`src/rtl/pc_pkg.sv`:
```
// Shared widths, reset vector and address type for the program-counter register.
package pc_pkg;
  localparam int             PC_WIDTH        = 32;
  localparam logic [31:0]    PC_RESET_VECTOR = 32'h0000_0000;
  typedef logic [PC_WIDTH-1:0] pc_t;
endpackage

```
`src/rtl/pc_register.sv`:
```
// Program-counter state register: loads next_PC every rising clk edge, async reset.
// Optional PC_PREV_EN adds prev_PC, the PC held before the most recent load.
module pc_register
  import pc_pkg::*;
#(
  parameter int               WIDTH        = PC_WIDTH,
  parameter logic [WIDTH-1:0] RESET_VECTOR = WIDTH'(PC_RESET_VECTOR)
) (
  input  logic             clk,
  input  logic             reset,
  input  logic [WIDTH-1:0] next_PC,
`ifdef PC_PREV_EN
  output logic [WIDTH-1:0] prev_PC,
`endif
  output logic [WIDTH-1:0] PC,
  output logic             misaligned
);

  logic [WIDTH-1:0] pc_q, pc_d;

  // Stored unmodified: alignment is flagged, never forced.
  assign pc_d = next_PC;

  always_ff @(posedge clk or posedge reset) begin
    if (reset) pc_q <= RESET_VECTOR;
    else       pc_q <= pc_d;
  end

`ifdef PC_PREV_EN
  logic [WIDTH-1:0] prev_q, prev_d;

  assign prev_d = pc_q;

  always_ff @(posedge clk or posedge reset) begin
    if (reset) prev_q <= RESET_VECTOR;
    else       prev_q <= prev_d;
  end

  assign prev_PC = prev_q;
`endif

  assign PC         = pc_q;
  assign misaligned = |pc_q[1:0];

endmodule

```
`config.mk`:
```
export PLATFORM = sky130hd
export DESIGN_NAME = pc_register
export DESIGN_NICKNAME = d
export VERILOG_FILES = /design/src/rtl/pc_pkg.sv /design/src/rtl/pc_register.sv
export SDC_FILE = /design/constraint.sdc
export NUM_CORES = 1
export LEC_CHECK = 0
export BUFFER_PORTS_ARGS = -buffer_cell sky130_fd_sc_hd__clkbuf_2
export CORE_MARGIN = 2
export CORE_UTILIZATION = 33
export CTS_CLUSTER_SIZE = 14
export DETAILED_ROUTE_END_ITERATION = 10
export PLACE_DENSITY = 0.82
export SLEW_MARGIN = 20
export SYNTH_ARGS = -nofsm -noshare
export SYNTH_HDL_FRONTEND = slang
export SYNTH_SLANG_ARGS = --single-unit
```
`constraint.sdc`:
```
create_clock -name clk -period 0.8 [get_ports clk]
set_input_delay 0.04 -clock clk [delete_from_list [all_inputs] [get_ports clk]]
set_output_delay 0.04 -clock clk [all_outputs]
set_load 0.01 [all_outputs]
```
==> metrics.md, run 1 <==
| Metric | Value |
|---|---|
| Outcome | `finished, violations left` |
| Failing checks | `setup timing` |
| Layout cells sized above 1 | `0.517` |
| Core region area | `0.00228 mm²` |
| Post-layout min period | `1.07 ns` |
| Antenna violations before repair | `0` |
| Tcrit/Tclk final | `1.33` |
| Inst Count DP | `129` |
| DP HPWL | `1260 µm` |
| Util after Layout | `0.703` |
| Area growth, synth to finish | `97.2%` |
| Drt drc | `0` |
| Clk buf depth | `2` |
| Setup crit end kind | `primary output` |
| Num rows | `17` |
| Starting DRC count in detailed routing | `3` |
| Hold Crit Class | `primary input to asynchronous set/reset pin` |
| Global Route Usage Sum | `0.157` |
| CP required | `0.76 ns` |
| Largest net degree at the start of global routing | `33` |
| Largest register FFs | `32` |
| Critical Path AT | `1.03 ns` |
| Antenna fix cells | `0` |
| Unique masters post-synth | `3` |
| Most common cell after layout, fill and taps aside | `clkbuf_2` |
| Synthesized instance count | `34` |
| CP cell instances | `or2_1 > clkbuf_2` |
| Die X | `53.6 µm` |
| Total CTS buffers | `5` |
| Hold Vio Cnt, Final | `0` |
| Setup-failing EPs final | `33` |
| CP Max Fanout | `2` |
| VDD IR max | `0.00133 V` |
| P_leak | `0.840 nW` |
| Clk slew on worst S/H paths | `0.09 ns` |
| DRT Pass-1 Iters | `2` |
| Overall Power | `0.00301 W` |
| F_max | `0.938 GHz` |
| Count of state elements after synthesis | `32` |
| Final WS setup | `-0.266 ns` |
| Crit path kind | `flop to primary output` |
| Avg Inst Size Synth | `23.8 µm²` |
| DR WL/cell | `11.8 µm` |
| Slowest-stage cell, CP | `dfrtp_1` |
| I/O pins | `67` |
| CTS tree | `done` |
| Total clock sinks | `32` |
| Slew Viols, Final | `0` |
| Post-DR vias/cell | `3.98` |
| Warnings from Yosys | `0` |
| Syn_nets | `68` |
| Hold WS | `0.322 ns` |
| Crit path max-delay family | `flip-flops` |
| Post-synthesis sequential area ratio | `0.988` |
| Die height | `53.6 µm` |
| GP Congestion | `0.698` |
| NumNets Final | `176` |
| DR vias | `680` |
| Vias in the first global route | `750` |
| Initial core utilization | `0.356` |
| Area after DPL | `0.00120 mm²` |
| Slew @ Worst Pin | `0.166 ns` |
| Critical path startpoint category | `flop` |
| Area leader, netlist | `dfrtp_1` |
| Htree depth | `2` |
| Synthesized area | `811 µm²` |
| Post-route design area | `0.00160 mm²` |
| Slowest Stage Delay on Critical Path | `0.38 ns` |
| Share of the synthesized area in the top cell type | `0.988` |
| Power Dens Cells | `1880 mW/mm²` |
| Total die area | `0.00287 mm²` |
| Worst Setup SP | `PC[1]` |
| Finished Layout Cells | `171` |
| WL final | `2010 µm` |
| Gr ovfl total | `0` |
| Rel. slew slack | `0.889` |
| CTS root buffer | `clkbuf_4` |
| Unrepaired setup endpoints after global routing | `yes` |
| Most frequent cells in the layout | `65 x clkbuf_2, 33 x dlygate4sd3_1, 32 x dfrtp_1, 5 x clkbuf_4, 2 x clkbuf_1` |
| Crit path buf inv count | `1` |
| Max Cap Viol | `0` |
| Global-route wire length before repair | `2950 µm` |
| Post-route ant nets | `0` |
| Port Buffers | `66` |
| Area contributors post-synth | `dfrtp_1 99%, or2_1 0.77%, inv_1 0.46%` |
-- stage by stage --
stage                     setup WS [ns]  setup TNS (ns)
after floorplan                  0.0692               0
after global placement           0.0747               0
after detailed placement         0.0568               0
after CTS                        -0.297           -2.54
after global routing             -0.332           -3.35
final                            -0.266           -1.77
-- cell type report --
cell class | instances | area (µm²)
Sequential cell | 32 | 801
Inverter | 1 | 3.75
Fill cell | 156 | 677
Tap cell | 28 | 35.0
Clock buffer | 8 | 58.8
Multi-Input combinational cell | 1 | 6.26
Timing Repair Buffer | 101 | 694
-- layer usage --
layer / wire, µm / share of wire / GRT usage
met1: 675 / 0.34 / 0.123
met2: 1160 / 0.58 / 0.327
met3: 149 / 0.074 / 0.0528
met4: 21 / 0.010 / 0.0769
met5: 0 / 0 / 0
-- cell usage after synthesis, drive strengths merged --
library cell,n
dfrtp,32
inv,1
or2,1
-- cells by family after synthesis --
group                  Yosys count  synth area share
buffers and inverters            1           0.00463
DFF                             32             0.988
and+or+nand+nor                  1           0.00772
-- path summary, 6_finish.rpt --
check	endpoint	slack, ns	cells past startpoint
max in group asynchronous	PC[24]	0.32	4
max	misaligned	-0.27	2
min in group clk	PC[12]	0.37	2
min	PC[12]	0.32	4
-- power breakdown --
| group | internal (W) | total (W) | switching [W] |
|---|---|---|---|
| Combinational | 0.000233 | 0.000387 | 0.000153 |
| Clock | 0.000433 | 0.000906 | 0.000472 |
| Sequential | 0.00170 | 0.00172 | 0.0000227 |
-- repair_timing --
item	in CTS	in global routing
endpoints found under the setup margin	33	33
buffers inserted	1	0
hold buffers	33	0
cloned	0	0
hold endpoints to repair	64	0
resized for setup	0	2
Power figures use the tool's default switching activity.
==> run 2, diff against run 1 <==
--- a/config.mk
+++ b/config.mk
@@ -5,11 +5,13 @@
 export SDC_FILE = /design/constraint.sdc
 export NUM_CORES = 1
 export LEC_CHECK = 0
-export BUFFER_PORTS_ARGS = -buffer_cell sky130_fd_sc_hd__clkbuf_2
+export BUFFER_PORTS_ARGS = -buffer_cell sky130_fd_sc_hd__buf_2
 export CORE_MARGIN = 2
 export CORE_UTILIZATION = 33
+export CTS_CLUSTER_DIAMETER = 150
 export CTS_CLUSTER_SIZE = 14
 export DETAILED_ROUTE_END_ITERATION = 10
+export MAX_ROUTING_LAYER = met4
 export PLACE_DENSITY = 0.82
 export SLEW_MARGIN = 20
 export SYNTH_ARGS = -nofsm -noshare
==> run 2 against run 1 <==
The flow still finishes with violations (setup timing). Die area stayed put. Routed wire length is 5.2% higher. Flip-flop and latch count stayed put. Sequential power hardly changed. Combinational power is 3% higher. Utilization is 2.9 points higher. Critical endpoint unchanged. Largest power group unchanged.
==> metrics.md, run 2 (synthesized netlist as in run 1, its figures left out) <==
| Metric | Value |
|---|---|
| Outcome | `finished, violations left` |
| Failing checks | `setup timing` |
| Antenna fix cells | `0 (unchanged)` |
| Power Dens Cells | `2080 mW/mm² (+10%)` |
| Vias in the first global route | `740 (-1.3%)` |
| Slowest Stage Delay on Critical Path | `0.38 ns (about the same)` |
| Clk buf depth | `2 (unchanged)` |
| Post-route ant nets | `0 (unchanged)` |
| Crit path depth | `2 (unchanged)` |
| CP cell instances | `or2_1 > buf_2` |
| P_leak | `0.852 nW (+1.4%)` |
| Initial core utilization | `0.356 (unchanged)` |
| Slew Viols, Final | `0 (unchanged)` |
| DR vias | `670 (-1.5%)` |
| Crit path to | `misaligned` |
| Met2 wire length | `1200 µm (+2.9%)` |
| WL final | `2120 µm (+5.2%)` |
| DP HPWL | `1260 µm (-0.55%)` |
| Total length of routed met3 wires | `157 µm (+5.4%)` |
| Total CTS buffers | `5 (unchanged)` |
| Most common cell after layout, fill and taps aside | `buf_2` |
| Starting DRC count in detailed routing | `1 (-2)` |
| Global Route Usage Sum | `0.176 (+0.0184)` |
| Hold Vio Cnt, Final | `0 (unchanged)` |
| GP Congestion | `0.703 (+0.74%)` |
| Global-route wire length before repair | `3170 µm (+7.5%)` |
| Die X | `53.6 µm (unchanged)` |
| Area growth, synth to finish | `105%` |
| Crit path kind | `flop to primary output` |
| Hold Crit Class | `primary input to asynchronous set/reset pin` |
| Post-layout min period | `1.09 ns (+0.0266 ns)` |
| Gr ovfl total | `0 (unchanged)` |
| Die height | `53.6 µm (unchanged)` |
| NumNets Final | `175 (-0.57%)` |
| Critical path startpoint category | `flop` |
| Drt drc | `0 (unchanged)` |
| Util after Layout | `0.732 (+0.0291)` |
| Setup crit end kind | `primary output` |
| Uppermost layer routed | `met4` |
| Largest register FFs | `32 (unchanged)` |
| F_max | `0.915 GHz (-2.4%)` |
| Max Cap Viol | `0 (unchanged)` |
| Filler Cells Inserted | `168 (+7.7%)` |
| Slowest-stage cell, CP | `dfrtp_1` |
| Num rows | `17 (unchanged)` |
| Worst Setup SP | `PC[1]` |
| Antenna violations before repair | `0 (unchanged)` |
| DRT Pass-1 Iters | `2 (unchanged)` |
| Setup-failing EPs final | `33 (unchanged)` |
| CTS tree | `done` |
| Post-DR vias/cell | `3.94 (-0.89%)` |
| CP required | `0.76 ns (about the same)` |
| I/O pins | `67 (unchanged)` |
| Core region area | `0.00228 mm² (unchanged)` |
| Unrepaired setup endpoints after global routing | `yes` |
| Rel. slew slack | `0.890 (about the same)` |
| VDD IR max | `0.00180 V (+35%)` |
| Crit path buf inv count | `1 (unchanged)` |
| Clk slew on worst S/H paths | `0.09 ns (about the same)` |
| Htree depth | `2 (unchanged)` |
| CTS root buffer | `clkbuf_4` |
| Final WS setup | `-0.292 ns (-0.0266 ns)` |
| Setup TNS | `-2.45 ns (-0.687 ns)` |
| Tcrit/Tclk final | `1.37 (+0.0332)` |
| Slew @ Worst Pin | `0.165 ns (-0.000971 ns)` |
| Critical Path AT | `1.05 ns (+0.02 ns)` |
| Crit path max-delay family | `flip-flops` |
| Largest net degree at the start of global routing | `33 (unchanged)` |
| DR WL/cell | `12.4 µm (+5.8%)` |
| Total die area | `0.00287 mm² (unchanged)` |
| Met1 WL | `726 µm (+7.6%)` |
| Port Buffers | `66 (unchanged)` |
| Layout cells sized above 1 | `0.528 (+0.0107)` |
| Most frequent cells in the layout | `59 x buf_2, 33 x dlygate4sd3_1, 32 x dfrtp_1, 7 x buf_6, 5 x clkbuf_4` |
| CP Max Fanout | `2 (unchanged)` |
| Total clock sinks | `32 (unchanged)` |
## run 2: area by class of cell
type / instances / area [µm²] / area share
inverter: 1 / 3.75 / 0.00225
timing repair buffer: 100 / 724 / 0.435
multi-input combinational: 1 / 6.26 / 0.00376
clock buffer: 7 / 65.1 / 0.0391
tap: 28 / 35.0 / 0.0210
clock inverter: 1 / 30.0 / 0.0180
sequential: 32 / 801 / 0.481
## run 2: what timing repair did
action / 4_1_cts / 5_1_grt
pin swaps: 1 / 1
buffers inserted: 0 / 0
hold endpoints to repair: 64 / 0
resized for setup: 1 / 6
endpoints found under the setup margin: 33 / 33
hold buffers: 33 / 0
## run 2: worst min-delay path by stage
| stage | startpoint | end | slack (ns) | cells past startpoint |
|---|---|---|---|---|
| floorplan | next_PC[0] | PC[0] | 0.07 | 0 |
| CTS | reset | PC[14] | 0.29 | 4 |
| global placement | reset | PC[14] | 0.09 | 3 |
| finish | reset | PC[22] | 0.31 | 4 |
| global route | reset | PC[11] | 0.32 | 4 |
| detailed placement | reset | PC[17] | 0.11 | 3 |
## run 2: metrics by stage
stage	power [W]	cell area (µm²)	cells	setup WS, ns	hold slack (ns)
global route	0.00364	1670	170	-0.363	0.317
global placement	0.00200	1200	129	0.0698	0.0863
finish	0.00346	1670	170	-0.292	0.305
detailed placement	0.00201	1200	129	0.0617	0.106
floorplan	0.00183	811	34	0.0692	0.0714
CTS	0.00349	1630	170	-0.309	0.291
## run 2: where the power goes
| part | internal (W) | switching, W | leakage (nW) |
|---|---|---|---|
| clock | 0.000829 | 0.000511 | 0.0515 |
| combinational | 0.000249 | 0.000150 | 0.428 |
| sequential | 0.00170 | 0.0000250 | 0.373 |
| total | 0.00278 | 0.000687 | 0.852 |
## run 2: metal layers
metal,vias to the layer above,GRT usage
met5,-,-
met4,0,0.0897
met3,6,0.0778
met2,43,0.340
met1,306,0.131
li1,315,-
==> run 3, diff against run 2 <==
--- a/config.mk
+++ b/config.mk
@@ -5,6 +5,7 @@
 export SDC_FILE = /design/constraint.sdc
 export NUM_CORES = 1
 export LEC_CHECK = 0
+export ABC_AREA = 1
 export BUFFER_PORTS_ARGS = -buffer_cell sky130_fd_sc_hd__buf_2
 export CORE_MARGIN = 2
 export CORE_UTILIZATION = 33
==> run 3 against run 2 <==
The flow still finishes with violations (setup timing). Critical path depth increased by 1. Combinational power decreased by 2%. Hold slack improved by 0.0069 ns. Utilization decreased by 5.7 points. First-iteration DRC count increased to 4.0 times the previous value. Flip-flop and latch count unchanged. Design area decreased by 2.3%. Critical path type unchanged. Critical endpoint unchanged. Largest power group unchanged.
==> metrics.md, run 3 <==
| Metric | Value |
|---|---|
| Outcome | `finished, violations left` |
| Failing checks | `setup timing` |
| Syn_nets | `70 (+2.9%)` |
| CTS root buffer | `clkbuf_4` |
| Antenna fix cells | `0 (unchanged)` |
| Post-DR vias/cell | `3.85 (-2.3%)` |
| Antenna violations before repair | `0 (unchanged)` |
| Power Dens Cells | `1860 mW/mm² (-11%)` |
| Layout cells sized above 1 | `0.521 (-0.00734)` |
| Vias in the first global route | `734 (-0.81%)` |
| Synthesized-area fraction occupied by adder cells | `0 (unchanged)` |
| Asr flop ratio synth | `1.00 (unchanged)` |
| Critical Path AT | `0.90 ns (-0.15 ns)` |
| DRT Pass-1 Iters | `2 (unchanged)` |
| Synth Area in Compound Gates | `0 (unchanged)` |
| Slew Viols, Final | `0 (unchanged)` |
| Rel. slew slack | `0.892 (+0.00154)` |
| WL final | `1980 µm (-6.5%)` |
| Count of state elements after synthesis | `32 (unchanged)` |
| Commonest cells in the synthesized netlist | `32 x dfrtp_1, 3 x inv_1, 1 x nand2_1` |
| GP Congestion | `0.683 (-2.9%)` |
| Post-synthesis simple-gate area fraction | `0.00460 (-0.00311)` |
| CP required | `0.76 ns (about the same)` |
| Overall Power | `0.00302 W (-13%)` |
| Drt drc | `0 (unchanged)` |
| Mux contribution to synthesized area | `0 (unchanged)` |
| Port Buffers | `66 (unchanged)` |
| Number of synthesized flops with an enable pin | `0 (unchanged)` |
| DR vias | `670 (unchanged)` |
| Post-synthesis sequential area ratio | `0.982 (-0.00606)` |
| DP HPWL | `1210 µm (-3.4%)` |
| Hold Crit Class | `primary input to asynchronous set/reset pin` |
| Register area | `801 µm² (unchanged)` |
| Die X | `53.7 µm (+0.29%)` |
| Largest family of logic cells by synthesized area | `buffers and inverters` |
| Slew @ Worst Pin | `0.163 ns (-0.00231 ns)` |
| Most frequent cells in the layout | `61 x buf_2, 33 x dlygate4sd3_1, 32 x dfrtp_1, 5 x clkbuf_4, 5 x buf_6` |
| CP Max Fanout | `2 (unchanged)` |
| Setup crit end kind | `primary output` |
| Post-CTS Setup Inserts | `0 (unchanged)` |
| P_leak | `0.846 nW (-0.80%)` |
| Starting DRC count in detailed routing | `4 (+3)` |
| Avg Inst Size Synth | `22.7 µm² (-5.0%)` |
| Area leader, netlist | `dfrtp_1` |
| Largest net degree at the start of global routing | `33 (unchanged)` |
| Largest register FFs | `32 (unchanged)` |
| Final WS setup | `-0.143 ns (+0.150 ns)` |
| Top-count cell post-synth | `dfrtp_1` |
| Hold Vio Cnt, Final | `0 (unchanged)` |
| Total die area | `0.00289 mm² (+0.58%)` |
| Gr ovfl total | `0 (unchanged)` |
| Warnings from Yosys | `0 (unchanged)` |
| I/O pins | `67 (unchanged)` |
| Unique masters post-synth | `3 (unchanged)` |
| DR WL/cell | `11.4 µm (-8.6%)` |
| Synthesized area | `816 µm² (+0.62%)` |
| CTS tree | `done` |
| NumNets Final | `177 (+1.1%)` |
| Area of the multi-input gates | `3.75 µm² (-40%)` |
| Crit path kind | `flop to primary output` |
| Total clock sinks | `32 (unchanged)` |
| Share of the synthesized area in the top cell type | `0.982 (-0.00606)` |
| Global Route Usage Sum | `0.163 (-0.0123)` |
| Hold WS | `0.312 ns (+0.00688 ns)` |
| Area contributors post-synth | `dfrtp_1 98%, inv_1 1.4%, nand2_1 0.46%` |
| Core region area | `0.00241 mm² (+5.9%)` |
| Area growth, synth to finish | `99.4%` |
| Initial core utilization | `0.339 (-0.0177)` |
| Most common cell after layout, fill and taps aside | `buf_2` |
| Global-route wire length before repair | `3000 µm (-5.2%)` |
| Htree depth | `2 (unchanged)` |
| XOR/XNOR share of the synthesized area | `0 (unchanged)` |
| Filler Cells Inserted | `173 (+3.0%)` |
| Max Cap Viol | `0 (unchanged)` |
| Clk buf depth | `2 (unchanged)` |
| Unrepaired setup endpoints after global routing | `yes` |
| Die height | `53.7 µm (+0.29%)` |
| Setup TNS | `-1.89 ns (+0.563 ns)` |
| Synthesized instance count | `36 (+5.9%)` |
| Synth Flop Type | `dfrtp_1` |
| Tcrit/Tclk final | `1.18 (-0.187)` |
| Total CTS buffers | `5 (unchanged)` |
| Post-route ant nets | `0 (unchanged)` |
| F_max | `1.06 GHz (+16%)` |
| Post-layout min period | `0.943 ns (-0.150 ns)` |
| Setup-failing EPs final | `33 (unchanged)` |
| Clk slew on worst S/H paths | `0.09 ns (about the same)` |
| Critical path startpoint category | `flop` |
| Num rows | `18 (+1)` |
| VDD IR max | `0.00111 V (-38%)` |
run 3: final timing paths:
| kind | from | endpoint | slack [ns] | cells after the start |
|---|---|---|---|---|
| setup / recovery | PC[1] | misaligned | -0.14 | 3 |
| hold / removal | reset | PC[23] | 0.31 | 4 |
| max in group asynchronous | reset | PC[0] | 0.33 | 4 |
| min in group clk | next_PC[12] | PC[12] | 0.36 | 2 |
run 3: layout make-up:
cell class                 instances  area share
sequential                        32       0.492
clock inverter                     2     0.00615
inverter                           3     0.00692
clock buffer                       6      0.0315
multi-input combinational          1     0.00231
tap                               30      0.0231
timing repair buffer             100       0.438
run 3: timing repair:
item / 4_1_cts / 5_1_grt
pin swaps: 0 / 1
hold endpoints to repair: 64 / 0
endpoints found under the setup margin: 33 / 33
resized for setup: 0 / 5
gates cloned: 0 / 0
hold buffers: 33 / 0
run 3: metal layers:
layer  GRT usage  share of wire  vias up  wire [µm]
li1            -              -      321          -
met1       0.135           0.29      313        574
met2       0.301           0.62       36       1230
met3      0.0750          0.090        0        179
met4      0.0769              0        0          0
met5           -              0        -          0
run 3: logic make-up after synthesis:
family	after synthesis
simple gates	1
flops	32
buf+inv	3
run 3: per-stage QoR:
stage	setup WS [ns]	cell area [µm²]	cells	util
3_3_place_gp	0.201	1200	133	0.499
4_1_cts	-0.171	1600	174	0.662
6_report	-0.143	1630	174	0.675
5_1_grt	-0.217	1630	174	0.675
3_5_place_dp	0.190	1200	133	0.499
2_1_floorplan	0.0692	816	36	-
run 3: worst max-delay path, cell delays in order (launching register included):
cell and delay, ns:
dfrtp_1 0.38, inv_1 0.05, nand2_1 0.04, buf_2 0.13
run 3: where the power goes:
group	internal [W]	switching, W
registers	0.00170	0.0000235
logic	0.000243	0.000149
clock network	0.000418	0.000494
